`config.mk`:
```
export PLATFORM = sky130hd
export DESIGN_NAME = fcc_way_arbiter_flat
export DESIGN_NICKNAME = d
export VERILOG_FILES = /design/src/rtl/fcc_way_arbiter_if.sv /design/src/rtl/fcc_way_arbiter.sv /design/src/flat_wrapper.sv
export SDC_FILE = /design/constraint.sdc
export NUM_CORES = 1
export LEC_CHECK = 0
export ABC_AREA = 1
export BUFFER_PORTS_ARGS = -buffer_cell sky130_fd_sc_hd__buf_2
export CORE_AREA = 2 2 105 107
export CTS_BUF_LIST = sky130_fd_sc_hd__clkbuf_16
export DETAILED_ROUTE_END_ITERATION = 8
export DIE_AREA = 0 0 107 109
export GPL_ROUTABILITY_DRIVEN = 0
export PLACE_DENSITY = 0.76
export SKIP_CTS_REPAIR_TIMING = 1
export SKIP_LAST_GASP = 1
export SYNTH_ARGS = -nofsm -noshare
export SYNTH_HDL_FRONTEND = slang
export SYNTH_SLANG_ARGS = --single-unit
```
`constraint.sdc`:
```
create_clock -name usr_clk -period 2.47 [get_ports usr_clk]
set_clock_uncertainty 0.2 [all_clocks]
set_input_delay 0.247 -clock usr_clk [delete_from_list [all_inputs] [get_ports usr_clk]]
set_output_delay 0.247 -clock usr_clk [all_outputs]
set_load 0.01 [all_outputs]
```
`src/rtl/fcc_way_arbiter_if.sv`:
```
// fcc_way_arbiter_if: per-way scheduler/executer handshakes, CE and PHY bus.
// The master modport is the arbiter side; slave is the scheduler/executer/PHY side.
interface fcc_way_arbiter_if #(
    parameter int WAY_NUM = 4
) ();
    logic [WAY_NUM-1:0]    i_sched_valid;
    logic [WAY_NUM-1:0]    o_sched_ready;
    logic [WAY_NUM-1:0]    o_exec_valid;
    logic [WAY_NUM-1:0]    i_exec_ready;
    logic [WAY_NUM-1:0]    i_io_busy;
    logic [WAY_NUM-1:0]    o_keep_wait;
    logic [WAY_NUM-1:0]    o_owner;
    logic [WAY_NUM-1:0]    i_ce_n_w;
    logic [WAY_NUM-1:0]    o_ce_n;
    logic [46*WAY_NUM-1:0] i_bus_w;
    logic [45:0]           o_bus;

    modport master (
        input  i_sched_valid,
        input  i_exec_ready,
        input  i_io_busy,
        input  i_ce_n_w,
        input  i_bus_w,
        output o_sched_ready,
        output o_exec_valid,
        output o_keep_wait,
        output o_owner,
        output o_ce_n,
        output o_bus
    );

    modport slave (
        output i_sched_valid,
        output i_exec_ready,
        output i_io_busy,
        output i_ce_n_w,
        output i_bus_w,
        input  o_sched_ready,
        input  o_exec_valid,
        input  o_keep_wait,
        input  o_owner,
        input  o_ce_n,
        input  o_bus
    );
endinterface

```
`src/rtl/fcc_way_arbiter.sv`:
```
// fcc_way_arbiter: per-way dispatch FSMs, serialised grant and PHY bus mux.
// Define FCC_WAY_ARB_RR_EN for round-robin grant; default is fixed priority.
module fcc_way_arbiter #(
    parameter int WAY_NUM = 4
) (
    input  logic              usr_clk,
    input  logic              usr_rst,
    fcc_way_arbiter_if.master arb
);
    localparam int BW = 46;
    localparam logic [BW-1:0] IDLE_WORD = {
        1'b1, 1'b0, 1'b0, 1'b1, 4'hf,
        1'b0, 4'hf, 1'b1, 32'h0
    };

    typedef enum logic [1:0] {
        IDLE,
        WAIT,
        LOCK,
        FIN
    } way_st_e;

    way_st_e            st_q [WAY_NUM];
    way_st_e            st_d [WAY_NUM];
    logic [WAY_NUM-1:0] in_wait;
    logic [WAY_NUM-1:0] in_lock;
    logic [WAY_NUM-1:0] gnt;

    logic [WAY_NUM-1:0] sr_d, sr_q;
    logic [WAY_NUM-1:0] ev_d, ev_q;
    logic [WAY_NUM-1:0] kw_d, kw_q;
    logic [WAY_NUM-1:0] own_d, own_q;
    logic [WAY_NUM-1:0] busy_lsb;
    logic [WAY_NUM-1:0] ce_q;
    logic [BW-1:0]      bus_d, bus_q;

    always_comb begin
        in_wait = '0;
        in_lock = '0;
        for (int w = 0; w < WAY_NUM; w++) begin
            in_wait[w] = (st_q[w] == WAIT);
            in_lock[w] = (st_q[w] == LOCK);
        end
    end

`ifdef FCC_WAY_ARB_RR_EN
    localparam int PW = (WAY_NUM > 1) ? $clog2(WAY_NUM) : 1;

    logic [PW-1:0] rr_ptr, rr_nxt;

    // Search starts at rr_ptr and wraps; first waiting way wins.
    always_comb begin
        int   idx;
        logic found;
        idx    = 0;
        found  = 1'b0;
        gnt    = '0;
        rr_nxt = rr_ptr;
        if (!(|in_lock)) begin
            for (int i = 0; i < WAY_NUM; i++) begin
                idx = (int'(rr_ptr) + i) % WAY_NUM;
                if (!found && in_wait[idx]) begin
                    found    = 1'b1;
                    gnt[idx] = 1'b1;
                    rr_nxt   = (idx == WAY_NUM - 1) ? '0 : PW'(idx + 1);
                end
            end
        end
    end

    always_ff @(posedge usr_clk or posedge usr_rst) begin
        if (usr_rst) begin
            rr_ptr <= '0;
        end else begin
            rr_ptr <= rr_nxt;
        end
    end
`else
    always_comb begin
        logic found;
        found = 1'b0;
        gnt   = '0;
        if (!(|in_lock)) begin
            for (int w = 0; w < WAY_NUM; w++) begin
                if (!found && in_wait[w]) begin
                    found  = 1'b1;
                    gnt[w] = 1'b1;
                end
            end
        end
    end
`endif

    always_comb begin
        for (int w = 0; w < WAY_NUM; w++) begin
            st_d[w] = st_q[w];
            unique case (st_q[w])
                IDLE: if (arb.i_sched_valid[w]) st_d[w] = WAIT;
                WAIT: if (gnt[w])               st_d[w] = LOCK;
                LOCK: if (!arb.i_exec_ready[w]) st_d[w] = FIN;
                FIN:  if (arb.i_exec_ready[w])  st_d[w] = IDLE;
                default:                        st_d[w] = IDLE;
            endcase
        end
    end

    // exec_valid tracks the state being entered so it is high in LOCK itself.
    always_comb begin
        sr_d = '0;
        ev_d = '0;
        for (int w = 0; w < WAY_NUM; w++) begin
            ev_d[w] = (st_d[w] == LOCK);
            sr_d[w] = (st_q[w] == IDLE) && !arb.i_sched_valid[w];
        end
    end

    assign busy_lsb = arb.i_io_busy & (~arb.i_io_busy + WAY_NUM'(1));

    // A busy owner is never preempted; otherwise the lowest busy way takes over.
    always_comb begin
        if (|(own_q & arb.i_io_busy)) begin
            own_d = own_q;
        end else begin
            own_d = busy_lsb;
        end
    end

    always_comb begin
        kw_d = '0;
        for (int w = 0; w < WAY_NUM; w++) begin
            kw_d[w] = (|(arb.i_io_busy & ~(WAY_NUM'(1) << w)))
                    | (|(own_q & ~(WAY_NUM'(1) << w)));
        end
    end

    always_comb begin
        bus_d = IDLE_WORD;
        if (|own_d) begin
            bus_d = '0;
            for (int w = 0; w < WAY_NUM; w++) begin
                bus_d = bus_d | (arb.i_bus_w[BW*w +: BW] & {BW{own_d[w]}});
            end
        end
    end

    always_ff @(posedge usr_clk or posedge usr_rst) begin
        if (usr_rst) begin
            for (int w = 0; w < WAY_NUM; w++) begin
                st_q[w] <= IDLE;
            end
            sr_q  <= '0;
            ev_q  <= '0;
            kw_q  <= '0;
            own_q <= '0;
            ce_q  <= '1;
            bus_q <= IDLE_WORD;
        end else begin
            for (int w = 0; w < WAY_NUM; w++) begin
                st_q[w] <= st_d[w];
            end
            sr_q  <= sr_d;
            ev_q  <= ev_d;
            kw_q  <= kw_d;
            own_q <= own_d;
            ce_q  <= arb.i_ce_n_w;
            bus_q <= bus_d;
        end
    end

    assign arb.o_sched_ready = sr_q;
    assign arb.o_exec_valid  = ev_q;
    assign arb.o_keep_wait   = kw_q;
    assign arb.o_owner       = own_q;
    assign arb.o_ce_n        = ce_q;
    assign arb.o_bus         = bus_q;
endmodule
```
`src/flat_wrapper.sv`:
```
// flat-port wrapper written by rule: the top's interface ports become plain ports
module fcc_way_arbiter_flat 
#(
    parameter int WAY_NUM = 4
)
  (usr_clk, usr_rst, arb_i_sched_valid, arb_i_exec_ready, arb_i_io_busy, arb_i_ce_n_w, arb_i_bus_w, arb_o_sched_ready, arb_o_exec_valid, arb_o_keep_wait, arb_o_owner, arb_o_ce_n, arb_o_bus);
  fcc_way_arbiter_if #(.WAY_NUM(WAY_NUM)) arb_i ();
  input  logic usr_clk;
  input  logic usr_rst;
  input wire logic [$bits(arb_i.i_sched_valid)-1:0] arb_i_sched_valid;
  input wire logic [$bits(arb_i.i_exec_ready)-1:0] arb_i_exec_ready;
  input wire logic [$bits(arb_i.i_io_busy)-1:0] arb_i_io_busy;
  input wire logic [$bits(arb_i.i_ce_n_w)-1:0] arb_i_ce_n_w;
  input wire logic [$bits(arb_i.i_bus_w)-1:0] arb_i_bus_w;
  output wire logic [$bits(arb_i.o_sched_ready)-1:0] arb_o_sched_ready;
  output wire logic [$bits(arb_i.o_exec_valid)-1:0] arb_o_exec_valid;
  output wire logic [$bits(arb_i.o_keep_wait)-1:0] arb_o_keep_wait;
  output wire logic [$bits(arb_i.o_owner)-1:0] arb_o_owner;
  output wire logic [$bits(arb_i.o_ce_n)-1:0] arb_o_ce_n;
  output wire logic [$bits(arb_i.o_bus)-1:0] arb_o_bus;
  assign arb_i.i_sched_valid = arb_i_sched_valid;
  assign arb_i.i_exec_ready = arb_i_exec_ready;
  assign arb_i.i_io_busy = arb_i_io_busy;
  assign arb_i.i_ce_n_w = arb_i_ce_n_w;
  assign arb_i.i_bus_w = arb_i_bus_w;
  assign arb_o_sched_ready = arb_i.o_sched_ready;
  assign arb_o_exec_valid = arb_i.o_exec_valid;
  assign arb_o_keep_wait = arb_i.o_keep_wait;
  assign arb_o_owner = arb_i.o_owner;
  assign arb_o_ce_n = arb_i.o_ce_n;
  assign arb_o_bus = arb_i.o_bus;
  fcc_way_arbiter #(.WAY_NUM(WAY_NUM)) u_core (.usr_clk(usr_clk), .usr_rst(usr_rst), .arb(arb_i));
endmodule
```
# Word level (Yosys, flattened, before mapping)
# Index checks and enable logic that the tools add are counted.
[op_classes]
n_addsub = 1
n_eq_ne = 16
n_mux = 32
bitwise_logic = 14
reduce_logical = 29
[op_table]
columns = ["op", "n"]
rows = [
  ["$and A46 B46 Y46", 4],
  ["$or A46 B46 Y46", 3],
  ["$mux W46", 1],
  ["$mux W2", 16],
  ["$pmux W2 S4", 4],
  ["$eq A2 B2 Y1 const B", 12],
  ["$reduce_or A3 Y1", 8],
  ["$reduce_or A4 Y1", 3],
  ["$mux W1", 9],
  ["$and A4 B4 Y4", 2],
  ["$eq A2 B1 Y1 const B", 4],
  ["$logic_not A2 Y1", 4],
  ["$mux W4", 2],
  ["$logic_and A1 B1 Y1", 7],
  ["$logic_not A1 Y1", 7],
  ["$add A4 B1 Y4 const B", 1],
  ["$not A4 Y4", 1],
  ["$or A1 B1 Y1", 4],
]
[word_totals]
reg_bits = 74
input_bits = 202
out_inout_bits = 66
elab_cells = 102

# Logic depth before layout (Yosys ltp)
[depth]
ltp_word = 18
depth_mapped = 11
ltp_nobuf = 10

# Worst setup path after synthesis
# OpenSTA, ideal clock, no wires.
[synth_timing]
path_type = "reg-to-reg"
startpoint = "register u_core.own_q[3] (netlist: u_core.arb.o_owner[3])"
endpoint = "register u_core.bus_q[17] (netlist: u_core.arb.o_bus[17])"
setup_time_ps = 130
t_arrival_ps = 1273
required_ps = 2140
path_slack_ps = 867
stages_incl_launch_ff = 10
n_path_buf = 1
period_less_slack_ps = 1603
path_cell_list = "dfrtp_1 -> nand2_1 -> nand2_2 -> nor2_4 -> nand2_1 -> nand2_2 -> inv_2 -> buf_2 -> nand2_1 -> nand4_1"
[synth_between]
elab_chain_cells = 8
word_cells_on_any_way = 12
cone_classes = "mux: 2; bitwise: 8; reduce/logical: 2"
[synth_lines]
columns = ["item", "line", "text"]
rows = [
  ["start, declared", "fcc_way_arbiter.sv:32", "logic [WAY_NUM-1:0] own_d, own_q;"],
  ["start signal, assigned", "fcc_way_arbiter.sv:164", "own_q <= own_d;"],
  ["$and A4 B4 Y4", "fcc_way_arbiter.sv:121", "if (|(own_q & arb.i_io_busy)) begin"],
  ["$reduce_or A4 Y1", "fcc_way_arbiter.sv:121", ""],
  ["$mux W4 *", "fcc_way_arbiter.sv:121", ""],
  ["$and A46 B46 Y46", "fcc_way_arbiter.sv:141", "bus_d = bus_d | (arb.i_bus_w[BW*w +: BW] & {BW{own_d[w]}});"],
  ["$or A46 B46 Y46 (3 in series)", "fcc_way_arbiter.sv:141", ""],
  ["$mux W46 *", "fcc_way_arbiter.sv:138", "if (|own_d) begin"],
  ["named net u_core.bus_d[17]", "fcc_way_arbiter.sv:35", "logic [BW-1:0] bus_d, bus_q;"],
  ["end signal, assigned", "fcc_way_arbiter.sv:166", "bus_q <= bus_d;"],
  ["end, declared", "fcc_way_arbiter.sv:35", ""],
]
# Mark *: on every way through the listed nets, which the timed path passes. The rest lies on a longest branch.

# Final worst setup path
[layout_timing]
startpoint = "input port arb_i_io_busy[0]"
endpoint = "register u_core.bus_q[45] (netlist: u_core.arb.o_bus[45])"
[layout_between]
elab_chain_cells = 9
word_cells_on_any_way = 15
cone_classes = "add/sub: 1; mux: 2; bitwise: 10; reduce/logical: 2"
[layout_lines]
columns = ["item", "line", "text"]
rows = [
  ["start, declared", "flat_wrapper.sv:12", "input wire logic [$bits(arb_i.i_io_busy)-1:0] arb_i_io_busy;"],
  ["$not A4 Y4", "fcc_way_arbiter.sv:117", "assign busy_lsb = arb.i_io_busy & (~arb.i_io_busy + WAY_NUM'(1));"],
  ["$add A4 B1 Y4", "fcc_way_arbiter.sv:117", ""],
  ["$and A4 B4 Y4", "fcc_way_arbiter.sv:117", ""],
  ["$mux W4 *", "fcc_way_arbiter.sv:121", ""],
  ["$and A46 B46 Y46", "fcc_way_arbiter.sv:141", ""],
  ["$or A46 B46 Y46 (3 in series)", "fcc_way_arbiter.sv:141", ""],
  ["$mux W46 *", "fcc_way_arbiter.sv:138", ""],
  ["named net u_core.bus_d[45]", "fcc_way_arbiter.sv:35", ""],
]
# Marked as above.

==> key figures <==
Setup path
  – Slowest CP cell: dlygate4sd3_1
  – CP max stage delay: 0.54 ns
  – CP Max Fanout: 13
  – Crit-path most repeated cell: nand2_1
  – CP Class: input port to flip-flop
  – WP data required: 2.50 ns
  – Top delay family on crit path: simple AND/OR/NAND/NOR gates
  – Crit path DAT: 2.13 ns
  – Critical Path Sink Type: flip-flop
  – Crit path cell chain: dlygate4sd3_1, buf_2, nand2_1, nand2_2, inv_2, nand2_4, nand2_2, nand2_1, nand2_1, clkinv_1, nand2_1, nand3_1
  – FF-to-FF setup slack: 0.51 ns
  – Worst path bufs/invs: 4
  – Critical Path Start Type: input port

Power and ir drop
  – Leakage: 3.60 nW
  – Worst vdd ir: 0.488 mV
  – Pwr dens: 876 nW/µm²

GRT
  – Gr ovfl total: 0
  – Initial antenna violation count: 0
  – First-pass GRT wire length: 18,500 µm
  – Largest net degree at the start of global routing: 47
  – GRT Util Overall: 20.4%
  – Number of global-route vias before repair: 3,876

Synth
  – Avg Inst Size Synth: 7.80 µm²
  – Synthesized area: 3640 µm²
  – Netlist cell types: 24
  – Yosys Warn Count: 0
  – #FFs+latches synth: 74
  – Post-Synthesis Cells: 467
  – Synth Net Count: 669
  – Post-synthesis sequential area ratio: 51.4%

Finish
  – Share of post-route cells with drive strength above 1: 35.9%
  – Fillcell total: 796
  – Layout area overhead: 91.0%
  – Multi-input logic area: 1490 µm²
  – Total area of sequential cells: 1870 µm²
  – Fin util: 65.6%
  – # nets final: 1,091

STA
  – Slew Limit Headroom: 55.0%
  – Fin. max-slew vios: 0
  – Final Hold Viols: 1
  – Final setup vio count: 0
  – Setup TNS: 0 ns
  – Fin crit period: 2.10 ns
  – Setup ws final: 0.367 ns
  – Worst slew pin tran: 0.675 ns
  – Fin crit share: 85.1%
  – Max Fclk: 475 MHz
  – RSZ-0062 raised after global routing: false
  – Worst hold margin: -0.0285 ns

Routing
  – Starting DRC count in detailed routing: 464
  – WL final: 17,000 µm
  – Wire per inst: 16.4 µm
  – Vias/cell: 4.98
  – Number of remaining DRC errors: 0
  – Antenna-violating nets left: 0
  – Vias: 5,151
  – Pre-antenna DRT Iters: 5

Clocking
  – Clock-pin slew on the worst setup and hold paths: 0.06 ns
  – Clock tree root buffer cell: clkbuf_16
  – H-tree levels: 3
  – CTS tree: done
  – CTS Sinks: 74
  – Inserted Clock Buffers: 9
  – Later-pin clock latency in the skew report: 0.33 ns
  – Clock buffer depth: 2

Outcome
  – Status: finished, violations left
  – Failing checks: hold timing

Placement
  – Port Buffers: 267
  – Post-DP HPWL: 9350 µm
  – Place WS: 0.542 ns

Floorplanning
  – Die height: 109 µm
  – Initial Util: 34.3%
  – Core area: 10,600 µm²
  – IO Pins: 268
  – Die Wd: 107 µm
  – Die Area: 11,700 µm²
  – Row cnt: 38

Job
  – Maximum capacitance violations: 0

Hold path
  – Worst min-delay path class: input port to flip-flop
-- worst min-delay path, stage by stage --
cell     delay (ns)
buf_2          0.07
nand2_1        0.05
nand4_1        0.09
-- power breakdown --
part           leakage, nW  total [W]  switching [W]  internal (W)
clock network        0.129    0.00119       0.000517      0.000676
logic                 2.62    0.00292        0.00178       0.00114
registers            0.852    0.00199       0.000197       0.00179
-- cells in the mapped netlist --
cell type / n / area (µm²)
a21oi_1: 1 / 5.00
nand2_1: 193 / 724
nand2_4: 2 / 22.5
nor2_2: 1 / 6.26
buf_2: 10 / 50.1
nand2_2: 7 / 43.8
dfstp_2: 15 / 394
nor3_1: 5 / 25.0
nand3_2: 1 / 10.0
o21ai_0: 3 / 15.0
a31oi_1: 2 / 12.5
nor2_4: 1 / 11.3
nor2_1: 34 / 128
nand3_1: 44 / 220
inv_2: 4 / 15.0
and3_1: 1 / 6.26
dfrtp_1: 59 / 1480
buf_4: 2 / 15.0
buf_6: 6 / 67.6
nand4_1: 37 / 231
inv_1: 34 / 128
clkinv_1: 1 / 3.75
a21boi_0: 2 / 15.0
nand3b_1: 2 / 15.0
-- cells by family (layout without fill, tap and decap cells) --
kind of cell | count (synthesis) | count (layout) | synth area share (%)
compound gates | 8 | 8 | 1.31
buf+inv | 57 | 484 | 7.66
flops | 74 | 74 | 51.4
other cells | 0 | 1 | 0
simple gates | 328 | 328 | 39.7
-- stage by stage --
step,area [µm²],hold WS [ns],power (W),std cells
after global placement,5120,0.146,0.00460,862
after CTS,5390,-0.199,0.00584,878
final,6950,-0.0285,0.00609,1035
after floorplan,3640,0.0515,0.00360,467
after detailed placement,5120,0.154,0.00464,862
after global routing,6950,0.00677,0.00651,1034
-- per-layer routing --
layer / global-route usage (%) / share of wire (%)
met5: 0 / 0
met4: 8.72 / 4.6
met3: 4.06 / 11
met2: 35.1 / 50
met1: 25.1 / 35
-- final cells by class --
cell class / count / share of cell area (%)
well taps: 140 / 2.52
diodes: 1 / 0.0360
repair buffers: 429 / 43.0
multi-input cells: 336 / 21.5
inverters: 39 / 2.12
clock buffers: 9 / 3.24
clock inverters: 7 / 0.666
flip-flops and latches: 74 / 26.9
-- placed cells by master, fill, tap and decap left out, types with 2 or more instances in the layout --
cell type / instances
buf_2: 267
nand2_1: 192
dlygate4sd3_1: 156
dfrtp_1: 59
nand3_1: 44
nand4_1: 37
nor2_1: 34
inv_1: 33
dfstp_2: 15
clkbuf_16: 9
nand2_2: 8
nor3_1: 5
inv_2: 4
buf_12: 4
o21ai_0: 3
clkinv_2: 3
a31oi_1: 2
nand2_4: 2
nand3b_1: 2
clkinv_1: 2
a21boi_0: 2
clkinvlp_4: 2
clkinv_4: 2
buf_4: 2
-- state kept, by name, indices dropped and copies added, names as in the netlist --
register,count
u_core.st_q,8
u_core.arb.o_ce_n,4
u_core.arb.o_sched_ready,4
u_core.arb.o_exec_valid,4
u_core.arb.o_keep_wait,4
u_core.arb.o_owner,4
u_core.arb.o_bus,46
-- worst paths after layout --
path	endpoint	start	cells after the start
worst max-delay path	u_core.arb.o_bus[45]	arb_i_io_busy[0]	12
worst min-delay path	u_core.arb.o_bus[6]	arb_i_bus_w[144]	3
worst max register to register	u_core.arb.o_bus[27]	u_core.arb.o_owner[3]	8
worst min register to register	u_core.arb.o_sched_ready[3]	u_core.st_q[0]	1
max in group asynchronous	u_core.arb.o_ce_n[0]	usr_rst	4
min in group asynchronous	u_core.arb.o_exec_valid[1]	usr_rst	3
No activity file was read; power rests on OpenSTA's default activity.
